**src/rtl/bbus_pkg.sv**
```systemverilog
// rtl/bbus_pkg.sv - shared types and constants for the BBUS debug initiator
package bbus_pkg;

    localparam int BbusDataWidth = 32;

    typedef enum logic [1:0] {
        IDLE,
        READ,
        WRITE,
        RESP
    } bbus_state_e;

    typedef struct packed {
        logic                     write;
        logic [BbusDataWidth-1:0] addr;
        logic [BbusDataWidth-1:0] wdata;
    } bbus_cmd_t;

    typedef struct packed {
        logic [BbusDataWidth-1:0] data;
        logic                     err;
    } bbus_rsp_t;

endpackage

```
**src/rtl/bbus_if.sv**
```systemverilog
// rtl/bbus_if.sv - BBUS single-transaction bus between an initiator and a debug target
interface BBUS_IF;
    import bbus_pkg::*;

    logic                     read_en;
    logic                     write_en;
    logic [BbusDataWidth-1:0] addr;
    logic [BbusDataWidth-1:0] wdata;
    logic [BbusDataWidth-1:0] rdata;
    logic                     read_ack;
    logic                     write_ack;

    modport master (
        output read_en, write_en, addr, wdata,
        input  rdata, read_ack, write_ack
    );

    modport slave (
        input  read_en, write_en, addr, wdata,
        output rdata, read_ack, write_ack
    );

endinterface

```
**src/rtl/bbus_timeout_counter.sv**
```systemverilog
// rtl/bbus_timeout_counter.sv - ack-wait counter, expired once timeout_cycles-1 idle bus cycles elapse
module bbus_timeout_counter #(
    parameter int timeout_cycles = 64,
    parameter int cnt_width      = 16
) (
    input  logic clk,
    input  logic rst,
    input  logic clear,
    input  logic enable,
    output logic expired
);

    logic [cnt_width-1:0] count;

    always_ff @(posedge clk) begin
        if (rst || clear) begin
            count <= '0;
        end else if (enable && !expired) begin
            count <= count + cnt_width'(1);
        end
    end

    assign expired = (count == cnt_width'(timeout_cycles - 1));

endmodule

```
**src/rtl/bbus_master.sv**
```systemverilog
// rtl/bbus_master.sv - debug-side BBUS initiator, one transaction at a time; BBUS_TIMEOUT_EN adds ack timeout
module bbus_master
    import bbus_pkg::*;
#(
    parameter int timeout_cycles = 64,
    parameter int cnt_width      = 16
) (
    input  logic                     iClk,
    input  logic                     iRst,
    input  logic                     iCmdValid,
    output logic                     oCmdReady,
    input  logic                     iCmdWrite,
    input  logic [BbusDataWidth-1:0] iCmdAddr,
    input  logic [BbusDataWidth-1:0] iCmdWdata,
    output logic                     oRspValid,
    input  logic                     iRspReady,
    output logic [BbusDataWidth-1:0] oRspData,
    output logic                     oRspErr,
    BBUS_IF.master                   bus
);

    bbus_state_e state;
    bbus_cmd_t   cmd;
    bbus_rsp_t   rsp;
    logic        busy;
    logic        ack;
    logic        timeout_hit;

    // Acks only count while a transaction is on the bus; stale registered acks are dropped.
    assign busy = (state == READ) || (state == WRITE);
    assign ack  = busy && (cmd.write ? bus.write_ack : bus.read_ack);

`ifdef BBUS_TIMEOUT_EN
    bbus_timeout_counter #(
        .timeout_cycles(timeout_cycles),
        .cnt_width     (cnt_width)
    ) u_timeout (
        .clk    (iClk),
        .rst    (iRst),
        .clear  (state == IDLE),
        .enable (busy && !ack),
        .expired(timeout_hit)
    );
`else
    logic unused_cfg;
    assign unused_cfg  = ^{timeout_cycles, cnt_width};
    assign timeout_hit = 1'b0;
`endif

    always_ff @(posedge iClk) begin
        if (iRst) begin
            state        <= IDLE;
            cmd          <= '0;
            rsp          <= '0;
            oCmdReady    <= 1'b0;
            oRspValid    <= 1'b0;
            bus.read_en  <= 1'b0;
            bus.write_en <= 1'b0;
        end else begin
            case (state)
                IDLE: begin
                    oCmdReady <= 1'b1;
                    if (iCmdValid && oCmdReady) begin
                        cmd          <= '{write: iCmdWrite, addr: iCmdAddr, wdata: iCmdWdata};
                        oCmdReady    <= 1'b0;
                        bus.read_en  <= !iCmdWrite;
                        bus.write_en <= iCmdWrite;
                        state        <= iCmdWrite ? WRITE : READ;
                    end
                end
                READ, WRITE: begin
                    // An ack coinciding with expiry wins over the timeout.
                    if (ack) begin
                        rsp.data     <= cmd.write ? '0 : bus.rdata;
                        rsp.err      <= 1'b0;
                        oRspValid    <= 1'b1;
                        bus.read_en  <= 1'b0;
                        bus.write_en <= 1'b0;
                        state        <= RESP;
                    end else if (timeout_hit) begin
                        rsp.data     <= '0;
                        rsp.err      <= 1'b1;
                        oRspValid    <= 1'b1;
                        bus.read_en  <= 1'b0;
                        bus.write_en <= 1'b0;
                        state        <= RESP;
                    end
                end
                RESP: begin
                    if (iRspReady) begin
                        oRspValid <= 1'b0;
                        oCmdReady <= 1'b1;
                        state     <= IDLE;
                    end
                end
                default: begin
                    state <= IDLE;
                end
            endcase
        end
    end

    assign bus.addr  = cmd.addr;
    assign bus.wdata = cmd.wdata;
    assign oRspData  = rsp.data;
    assign oRspErr   = rsp.err;

endmodule

```
**src/flat_wrapper.sv**
```systemverilog
// flat-port wrapper written by rule: the top's interface ports become plain ports
module bbus_master_flat import bbus_pkg::*;
#(
    parameter int timeout_cycles = 64,
    parameter int cnt_width      = 16
)
  (iClk, iRst, iCmdValid, oCmdReady, iCmdWrite, iCmdAddr, iCmdWdata, oRspValid, iRspReady, oRspData, oRspErr, bus_read_en, bus_write_en, bus_addr, bus_wdata, bus_rdata, bus_read_ack, bus_write_ack);
  BBUS_IF bus_i ();
  input  logic iClk;
  input  logic iRst;
  input  logic iCmdValid;
  output logic oCmdReady;
  input  logic iCmdWrite;
  input  logic [BbusDataWidth-1:0] iCmdAddr;
  input  logic [BbusDataWidth-1:0] iCmdWdata;
  output logic oRspValid;
  input  logic iRspReady;
  output logic [BbusDataWidth-1:0] oRspData;
  output logic oRspErr;
  output wire logic [$bits(bus_i.read_en)-1:0] bus_read_en;
  output wire logic [$bits(bus_i.write_en)-1:0] bus_write_en;
  output wire logic [$bits(bus_i.addr)-1:0] bus_addr;
  output wire logic [$bits(bus_i.wdata)-1:0] bus_wdata;
  input wire logic [$bits(bus_i.rdata)-1:0] bus_rdata;
  input wire logic [$bits(bus_i.read_ack)-1:0] bus_read_ack;
  input wire logic [$bits(bus_i.write_ack)-1:0] bus_write_ack;
  assign bus_read_en = bus_i.read_en;
  assign bus_write_en = bus_i.write_en;
  assign bus_addr = bus_i.addr;
  assign bus_wdata = bus_i.wdata;
  assign bus_i.rdata = bus_rdata;
  assign bus_i.read_ack = bus_read_ack;
  assign bus_i.write_ack = bus_write_ack;
  bbus_master #(.timeout_cycles(timeout_cycles), .cnt_width(cnt_width)) u_core (.iClk(iClk), .iRst(iRst), .iCmdValid(iCmdValid), .oCmdReady(oCmdReady), .iCmdWrite(iCmdWrite), .iCmdAddr(iCmdAddr), .iCmdWdata(iCmdWdata), .oRspValid(oRspValid), .iRspReady(iRspReady), .oRspData(oRspData), .oRspErr(oRspErr), .bus(bus_i));
endmodule
```
**config.mk**
```make
export PLATFORM = sky130hd
export DESIGN_NAME = bbus_master_flat
export DESIGN_NICKNAME = d
export VERILOG_FILES = /design/src/rtl/bbus_pkg.sv /design/src/rtl/bbus_if.sv /design/src/rtl/bbus_timeout_counter.sv /design/src/rtl/bbus_master.sv /design/src/flat_wrapper.sv
export SDC_FILE = /design/constraint.sdc
export NUM_CORES = 1
export LEC_CHECK = 0
export CORE_UTILIZATION = 30
export DETAILED_ROUTE_END_ITERATION = 16
export HOLD_SLACK_MARGIN = 0.02
export PLACE_DENSITY = 0.69
export SKIP_CTS_REPAIR_TIMING = 1
export SLEW_MARGIN = 20
export SYNTH_ARGS = -nofsm -noshare
export SYNTH_HDL_FRONTEND = slang
export SYNTH_SLANG_ARGS = --single-unit
```
**constraint.sdc**
```tcl
create_clock -name iClk -period 4.1 [get_ports iClk]
set_clock_uncertainty 0.2 [all_clocks]
set_input_delay 1.025 -clock iClk [delete_from_list [all_inputs] [get_ports iClk]]
set_output_delay 1.025 -clock iClk [all_outputs]
set_load 0.005 [all_outputs]
```
==> flow_summary_export.csv, run 1 <==
group,metric,value,unit
status,run_status,"finished, final reports clean",
clocking,clock_tree_root_buffer_cell,"sky130_fd_sc_hd__clkbuf_16",
global_routing,first_global_vias,3909,
worst_hold_path,hold-path-endpoint,"u_core.bus.addr[13]",
pwr,power.density,571,mW/mm²
worst_setup_path,max_stage_delay,0.51,ns
sta,timing_hold_violations_final,0,
worst_hold_path,min_from,"u_core.bus.addr[13]",
placed_design,portBuffers,202,
clocking,tritoncts,"yes",
sta,count_of_endpoints_failing_setup_in_the_final_report,0,
detailed_routing,avgRoutedWirePerCell,14.6,µm
detailed_routing,post_drt_via_cell_ratio,4.83,
cells_and_area,filler_cell_count,1398,
worst_setup_path,r2r_end,"u_core.oRspData[24]",
placed_design,dpl.hpwl,8450,µm
worst_hold_path,min_path_cells,2,
synthesis,netlist-cell-type-count,23,
worst_setup_path,origin_of_the_critical_flop_to_flop_path,"u_core.state[0]",
synthesis,synth-seq-cells,103,
worst_setup_path,data_arrival_time_at_the_worst_slack_endpoint,2.60,ns
cells_and_area,n_antenna_cell,0,
sta,total_negative_setup_slacks,0,ns
pwr,internal_power,2.47,mW
flow_run,timing.max_cap.violations,0,
global_routing,initial_antenna_violation_count,0,
global_routing,grt_overflow_total,0,
detailed_routing,drc_errors,0,
pwr,ir_drop,0.411,mV
detailed_routing,ant_nets,0,
placed_design,post-place-ws,1.11,ns
placed_design,numPlacedInstances,821,
clocking,cts_sinks,103,
cells_and_area,final_cell_count_without_fillers,836,
floorplanning,area_of_the_placeable_core,0.0141,mm²
clocking,numCtsBuffers,9,
synthesis,ys_warn_count,0,
clocking,cts.path.max_buffers,2,
clocking,clock_tree.htree_level_count,3,
floorplanning,initial_util,31.1,%
worst_hold_path,hold_class,"register to register",
detailed_routing,drt_pass1_iterations,6,
synthesis,synthesis.instances,540,
floorplanning,core.rowCount,43,
synthesis,seq_area_frac_synth,47.0,%
pwr,reg_power_share,36.0,%
worst_setup_path,ff2ff_path_depth,6,
cells_and_area,area_growth,45.7,%
cells_and_area,layout.cells.most_common_list,"sky130_fd_sc_hd__clkdlybuf4s50_1, sky130_fd_sc_hd__nand2_1, sky130_fd_sc_hd__dfxtp_1",
sta,grt_setup_unrepaired,"no",
sta,slew_headroom,41.7,%
sta,timing.final.crit_share,63.4,%
pwr,power.switching_fraction,32.4,%
sta,slew_violations,0,
pwr,p_leak,2.18,nW
sta,max_freq,0.384,GHz
floorplanning,die-area,0.0151,mm²
cells_and_area,final_layout_size_suffix_gt1_share,4.73,%
worst_setup_path,critical_path.startpoint_type,"primary input",
clocking,later_pin_clock_latency_in_the_skew_report,0.34,ns
global_routing,track_usage,15.9,%
pwr,power_share_of_the_clock_group,26.2,%
worst_setup_path,cp_data_required_time,4.10,ns
global_routing,grt_max_degree,69,
worst_setup_path,rrSetupSlack,1.63,ns
synthesis,synth.avg_cell_area,8.13,µm²
floorplanning,die_x,123,µm
clocking,clk_transition_reported_paths,0.07,ns
synthesis,syn_area,0.00439,mm²
detailed_routing,vias,4038,
global_routing,grt_pass1_wl,18700,µm
floorplanning,fp.dieH,123,µm
synthesis,synth_nets,646,
detailed_routing,routed_wire_length,12200,µm
worst_setup_path,critical_path_maximum_fanout,45,
sta,tightest_slew,0.874,ns
sta,finalCriticalPeriod,2.60,ns
placed_design,globalplace.congestion,0.747,
cells_and_area,final_common_cell,"sky130_fd_sc_hd__clkdlybuf4s50_1",
worst_setup_path,worst_path_cell_trace,"clkdlybuf4s50_1 -> nand3_2 -> buf_4 -> nand2_1 -> a21oi_1",
worst_setup_path,timing.critical_path.slowest_stage_cell,"sky130_fd_sc_hd__clkdlybuf4s50_1",
pwr,power.combinational.fraction,37.8,%
pwr,switchingPower,1.18,mW
detailed_routing,dr.first_iter.drc_count,169,
worst_setup_path,timing_worst_setup_path_type,"primary input to register",
cells_and_area,nNetsFinal,758,
floorplanning,boundaryPins,204,
sta,layout_setup_ws,1.50,ns
worst_setup_path,cp-end-kind,"register",
-- how the worst max path moves through the flow --
stage                            start  slack [ns]  depth (start not counted)                    to
final                        iCmdValid        1.50                          5   u_core.bus.wdata[4]
after global routing         iCmdValid        1.38                          5  u_core.bus.wdata[30]
after CTS                    iCmdValid        1.49                          5   u_core.bus.wdata[4]
after detailed placement     iCmdValid        1.11                          5   u_core.bus.wdata[4]
after global placement       iCmdValid        1.19                          5  u_core.bus.wdata[29]
after floorplan           bus_read_ack        1.61                          4       u_core.state[0]
-- routing by layer --
metal  GRT usage, %  part of all wire (%)  vias to the layer above
li1               -                     -                     1956
met1           16.7                    41                     1902
met2           28.2                    48                      168
met3           6.83                   9.6                       12
met4           5.49                   1.3                        0
met5              0                     0                        -
-- power by group through the flow --
stage / clock network, mW / logic (mW) / registers [mW]
2_1_floorplan: 0 / 0.857 / 1.32
3_3_place_gp: 0 / 1.35 / 1.32
3_5_place_dp: 0 / 1.39 / 1.34
4_1_cts: 0.990 / 1.39 / 1.32
5_1_grt: 1.02 / 1.52 / 1.34
6_report: 0.957 / 1.38 / 1.31
-- kinds of logic after synthesis --
logic type,share of synthesized area (%)
AND/OR/NAND/NOR,19.3
other,0.0855
buffers and inverters,15.2
flip-flops,47.0
adder cells (fa/ha/maj),0.856
multiplexers,1.97
AO/OA/AOI/OAI,15.7
-- area by class of cell --
type	count	area (µm²)	share of cell area, %
inverters	4	15.0	0.235
clock inverters	6	110	1.72
well taps	180	225	3.52
multi-input cells	325	1670	26.1
repair buffers	209	2080	32.6
clock buffers	9	225	3.52
flip-flops and latches	103	2060	32.3
-- sequential cells by signal, indices dropped and copies added, names as in the netlist, 2 cells and up --
| register | count |
|---|---|
| u_core.oRspData | 32 |
| u_core.bus.wdata | 32 |
| u_core.bus.addr | 32 |
| u_core.state | 2 |
-- per-stage QoR --
stage               util (%)  instance area, µm²  hold slack, ns  power (mW)
detailed placement      43.0                6060           0.248        2.72
floorplan                  -                4390           0.237        2.18
global placement        43.0                6060           0.241        2.67
global route            45.3                6390           0.276        3.88
CTS                     45.3                6390           0.258        3.70
finish                  45.3                6390           0.254        3.65
-- cell usage after synthesis (all sizes together) --
master / count / area (µm²)
a222oi: 1 / 10.0
ha: 3 / 37.5
mux2: 5 / 56.3
nor2: 5 / 18.8
nand2: 133 / 499
nand4b: 32 / 280
inv: 4 / 15.0
dfxtp: 103 / 2060
a21oi: 100 / 500
buf: 74 / 523
nor3: 1 / 5.00
o22ai: 1 / 6.26
mux2i: 3 / 30.0
and3: 1 / 6.26
o21ai: 32 / 160
nand3: 1 / 5.00
nor2b: 2 / 12.5
a221o: 1 / 10.0
clkbuf: 34 / 128
nand2b: 3 / 18.8
conb: 1 / 3.75
-- worst max-delay path: cells and delay by family --
family / cells / cell delay (ns)
AO/OA/AOI/OAI: 1 / 0.07
buffers and inverters: 2 / 0.94
AND/OR/NAND/NOR: 2 / 0.52
(Power assumes the default switching activity.)
==> run 2: changes to the inputs <==
Clock period 4.1 ns to 2.6 ns, I/O delays scaled along.
==> run 2 against run 1 <==
- routed wire length shrank 3.9%
- count of clock-buffer cells in the layout increased by 4
- register-to-register slack got worse by 1.2 ns
- die area stayed put
- critical path depth stayed put
- total power up 53%
- first-iteration DRC count grew 4.7%
- critical path type is now register to register
- highest routed layer unchanged
==> flow_summary_export.csv, run 2 (synthesis results as in run 1) <==
group,metric,value,unit
floorplanning,boundaryPins,204,
placed_design,globalplace.congestion,0.750,
detailed_routing,post_drt_via_cell_ratio,4.76,
clocking,numCtsBuffers,9,
floorplanning,fp.dieH,123,µm
global_routing,grt_busiest_layer,"met2",
global_routing,grt_max_degree,65,
pwr,power.combinational.fraction,39.0,%
detailed_routing,dr.first_iter.drc_count,177,
clocking,clock_tree.htree_level_count,3,
flow_run,timing.max_cap.violations,0,
worst_hold_path,hold_class,"register to register",
sta,timing.final.crit_share,82.3,%
detailed_routing,routed_wire_length,11800,µm
clocking,clock_tree_root_buffer_cell,"sky130_fd_sc_hd__clkbuf_16",
worst_setup_path,cp_data_required_time,2.67,ns
placed_design,portBuffers,202,
detailed_routing,ant_nets,0,
floorplanning,die-area,0.0151,mm²
sta,timing_hold_violations_final,0,
cells_and_area,area_growth,45.5,%
floorplanning,area_of_the_placeable_core,0.0141,mm²
floorplanning,core.rowCount,43,
detailed_routing,vias,3993,
sta,count_of_endpoints_failing_setup_in_the_final_report,0,
sta,total_negative_setup_slacks,0,ns
placed_design,numPlacedInstances,822,
sta,grt_setup_unrepaired,"no",
global_routing,initial_antenna_violation_count,0,
pwr,power.switching_fraction,33.1,%
cells_and_area,final_common_cell,"sky130_fd_sc_hd__clkdlybuf4s50_1",
status,run_status,"finished, final reports clean",
pwr,ir_drop,0.406,mV
cells_and_area,filler_cell_count,1361,
global_routing,track_usage,14.8,%
pwr,power_share_of_the_clock_group,24.1,%
global_routing,use_met2,23.9,%
pwr,switchingPower,1.85,mW
clocking,cts.path.max_buffers,2,
detailed_routing,avgRoutedWirePerCell,14.0,µm
clocking,clk_transition_reported_paths,0.07,ns
placed_design,dpl.hpwl,8000,µm
cells_and_area,final_cell_count_without_fillers,838,
sta,max_freq,0.467,GHz
global_routing,grt_overflow_total,0,
pwr,power.density,878,mW/mm²
global_routing,grt_use_met1,17.1,%
worst_setup_path,rrSetupSlack,0.46,ns
cells_and_area,n_antenna_cell,0,
sta,finalCriticalPeriod,2.14,ns
sta,slew_violations,0,
sta,slew_headroom,45.6,%
worst_hold_path,min_path_cells,2,
worst_setup_path,cp-end-kind,"register",
global_routing,first_global_vias,3541,
global_routing,grt_use_met3,6.09,%
worst_setup_path,ff2ff_path_depth,5,
floorplanning,die_x,123,µm
cells_and_area,seqCellArea,0.00206,mm²
cells_and_area,nNetsFinal,759,
cells_and_area,layout.cells.most_common_list,"sky130_fd_sc_hd__clkdlybuf4s50_1, sky130_fd_sc_hd__nand2_1, sky130_fd_sc_hd__dfxtp_1",
cells_and_area,final_layout_size_suffix_gt1_share,4.56,%
detailed_routing,drt_pass1_iterations,4,
worst_setup_path,critical_path_maximum_fanout,32,
sta,tightest_slew,0.815,ns
detailed_routing,drc_errors,0,
placed_design,cell_area_after_placement,0.00609,mm²
pwr,reg_power_share,36.9,%
cells_and_area,multi_input_comb_area,0.00167,mm²
clocking,tritoncts,"yes",
clocking,cts_sinks,103,
pwr,p_leak,2.17,nW
worst_setup_path,critical_path.startpoint_type,"register",
clocking,later_pin_clock_latency_in_the_skew_report,0.34,ns
worst_setup_path,data_arrival_time_at_the_worst_slack_endpoint,2.21,ns
pwr,internal_power,3.75,mW
global_routing,grt_pass1_wl,17500,µm
cells_and_area,design_area,0.00638,mm²
floorplanning,initial_util,31.1,%
worst_setup_path,timing_worst_setup_path_type,"register to register",
## run 2: power groups by stage
stage	sequential, mW	combinational [mW]	clock (mW)
floorplan	2.08	1.35	0
global placement	2.09	2.14	0
detailed placement	2.10	2.19	0
CTS	2.07	2.20	1.39
global route	2.11	2.39	1.46
finish	2.07	2.18	1.35
## run 2: metrics by stage
step	worst slack (ns)	utilization, %	power [mW]	hold WS, ns
2_1_floorplan	0.485	-	3.43	0.237
3_3_place_gp	0.182	43.2	4.23	0.241
3_5_place_dp	0.141	43.2	4.29	0.247
4_1_cts	0.449	45.3	5.66	0.256
5_1_grt	0.256	45.3	5.95	0.270
6_report	0.459	45.3	5.60	0.252
## run 2: layout make-up
type	count	share of cell area, %
Inverter	4	0.235
Clock inverter	3	0.667
Sequential cell	103	32.3
Tap cell	180	3.53
Multi-Input combinational cell	325	26.2
Clock buffer	13	3.92
Timing Repair Buffer	210	33.2
## run 2: final timing paths
| check | endpoint | start |
|---|---|---|
| setup / recovery | u_core.oRspData[14] | u_core.state[0] |
| hold / removal | u_core.bus.wdata[18] | u_core.bus.wdata[18] |
| setup reg to reg | u_core.oRspData[14] | u_core.state[0] |
| hold reg to reg | u_core.bus.wdata[18] | u_core.bus.wdata[18] |
## run 2: worst max-delay path, stage by stage (launching register included)
cell and delay [ns]:
sky130_fd_sc_hd__dfxtp_1 0.36, sky130_fd_sc_hd__inv_1 0.08, sky130_fd_sc_hd__ha_1 0.41, sky130_fd_sc_hd__inv_1 0.64
sky130_fd_sc_hd__o21ai_0 0.20, sky130_fd_sc_hd__a21oi_1 0.17
## run 2: layer usage
layer	share of wire, %	vias up
li1	-	1964
met1	42	1862
met2	46	157
met3	11	10
met4	1.4	0
met5	0	-
==> run 3: changes to the inputs <==
Clock period 2.6 ns to 2 ns, I/O delays scaled along.
==> run 3 against run 2 <==
- via count rose by 1.8%
- largest cell class unchanged
- register-to-register slack got worse by 0.38 ns
- sequential share of layout area decreased by 0.51 points
- largest power group unchanged
- clock power increased by 39%
- sequential power up 30%
- total power rose by 36%
- combinational power increased by 39%
- setup slack worse by 0.39 ns
- final area up 1.7%
- count of clock-buffer cells in the layout is 3 lower
==> flow_summary_export.csv, run 3 (synthesis results as in run 1) <==
group,metric,value,unit
sta,timing_hold_violations_final,0,
floorplanning,core.rowCount,43,
clocking,later_pin_clock_latency_in_the_skew_report,0.34,ns
detailed_routing,routed_wire_length,12000,µm
worst_setup_path,origin_of_the_critical_flop_to_flop_path,"u_core.state[0]",
placed_design,cell_area_after_placement,0.00616,mm²
pwr,power.density,1170,mW/mm²
sta,timing.final.crit_share,96.7,%
placed_design,post-place-ws,-0.305,ns
worst_hold_path,min_from,"iRst",
clocking,cts.path.max_buffers,2,
detailed_routing,routed.top_layer,"met4",
worst_setup_path,cp-end-kind,"output port",
worst_setup_path,cp_data_required_time,1.30,ns
global_routing,grt_max_degree,65,
worst_hold_path,hold_class,"primary input to register",
worst_setup_path,startpoint,"u_core.oRspData[12]",
floorplanning,die-area,0.0151,mm²
global_routing,first_global_vias,3782,
cells_and_area,final_cell_count_without_fillers,846,
worst_setup_path,critical_path_maximum_fanout,2,
cells_and_area,layout.cells.most_common_list,"sky130_fd_sc_hd__clkdlybuf4s50_1, sky130_fd_sc_hd__nand2_1, sky130_fd_sc_hd__dfxtp_1",
cells_and_area,area_growth,47.9,%
clocking,clock_tree.htree_level_count,3,
cells_and_area,final_common_cell,"sky130_fd_sc_hd__clkdlybuf4s50_1",
clocking,tritoncts,"yes",
detailed_routing,met1_wire_length,4790,µm
detailed_routing,drt_pass1_iterations,4,
clocking,clock_tree_root_buffer_cell,"sky130_fd_sc_hd__clkbuf_16",
worst_setup_path,critical_path.startpoint_type,"register",
flow_run,timing.max_cap.violations,0,
detailed_routing,met3_length,1200,µm
placed_design,globalplace.congestion,0.773,
sta,finalCriticalPeriod,1.93,ns
worst_setup_path,worst_path_dominant_cell_family,"buffers and inverters",
clocking,numCtsBuffers,9,
floorplanning,area_of_the_placeable_core,0.0141,mm²
status,run_status,"finished, final reports clean",
cells_and_area,nNetsFinal,768,
worst_setup_path,ff2ff_path_depth,4,
sta,grt_setup_unrepaired,"no",
detailed_routing,dr.first_iter.drc_count,138,
sta,max_freq,0.517,GHz
cells_and_area,utilization,46.0,%
global_routing,grt_overflow_total,0,
floorplanning,fp.dieH,123,µm
sta,count_of_endpoints_failing_setup_in_the_final_report,0,
global_routing,grt_pass1_wl,18100,µm
worst_setup_path,worst_path_cell_trace,"clkdlybuf4s50_1",
pwr,power.total,7.59,mW
global_routing,initial_antenna_violation_count,0,
detailed_routing,post_drt_via_cell_ratio,4.80,
clocking,clk_transition_reported_paths,0.07,ns
detailed_routing,drc_errors,0,
worst_setup_path,timing_worst_setup_path_type,"register to output port",
placed_design,dpl.hpwl,8430,µm
detailed_routing,ant_nets,0,
clocking,cts_sinks,103,
floorplanning,boundaryPins,204,
detailed_routing,vias,4065,
sta,slew_violations,0,
detailed_routing,avgRoutedWirePerCell,14.2,µm
sta,timing.hold.ws,0.245,ns
sta,layout_setup_ws,0.0657,ns
placed_design,portBuffers,202,
floorplanning,die_x,123,µm
cells_and_area,n_antenna_cell,0,
sta,total_negative_setup_slacks,0,ns
pwr,ir_drop,0.842,mV
placed_design,numPlacedInstances,831,
detailed_routing,detailed_routed_wire_length_on_met2,5760,µm
cells_and_area,design_area,0.00649,mm²
pwr,p_leak,2.24,nW
worst_setup_path,max_stage_delay,0.54,ns
global_routing,track_usage,15.5,%
cells_and_area,final_layout_size_suffix_gt1_share,6.46,%
worst_setup_path,path_buf_inv,1,
worst_setup_path,data_arrival_time_at_the_worst_slack_endpoint,1.23,ns
worst_setup_path,timing.critical_path.slowest_stage_cell,"sky130_fd_sc_hd__clkdlybuf4s50_1",
worst_setup_path,worstSetupPathDepth,1,
worst_hold_path,min_path_cells,2,
floorplanning,initial_util,31.1,%
## run 3: changes by cell type in the layout (fill, tap and decap cells not counted)
cell	delta
sky130_fd_sc_hd__buf_4	+7
sky130_fd_sc_hd__buf_6	+2
sky130_fd_sc_hd__bufinv_16	+1
sky130_fd_sc_hd__clkbuf_1	-3
sky130_fd_sc_hd__dfxtp_1	-1
sky130_fd_sc_hd__dfxtp_2	+1
sky130_fd_sc_hd__ha_1	-1
sky130_fd_sc_hd__ha_2	+1
sky130_fd_sc_hd__inv_6	+1
## run 3: worst paths after layout
path / to / slack [ns]
max: oRspData[12] / 0.07
min: u_core.oCmdReady / 0.24
max reg2reg: u_core.state[1] / 0.08
min reg2reg: u_core.bus.wdata[18] / 0.25
## run 3: area by class of cell
| type | count | area, µm² |
|---|---|---|
| repair buffers | 219 | 2190 |
| clock inverters | 5 | 81.3 |
| well taps | 180 | 225 |
| flip-flops and latches | 103 | 2060 |
| inverters | 4 | 15.0 |
| fillers | 1356 | 7610 |
| clock buffers | 10 | 239 |
| multi-input cells | 325 | 1670 |
## run 3: power by group
group | internal [mW] | switching, mW
sequential | 2.47 | 0.228
clock | 1.13 | 0.748
combinational | 1.55 | 1.48
## run 3: per-layer routing
metal | up-vias | global-route usage (%)
li1 | 1979 | -
met1 | 1895 | 16.4
met2 | 172 | 26.2
met3 | 19 | 6.73
met4 | 0 | 7.77
met5 | - | 0
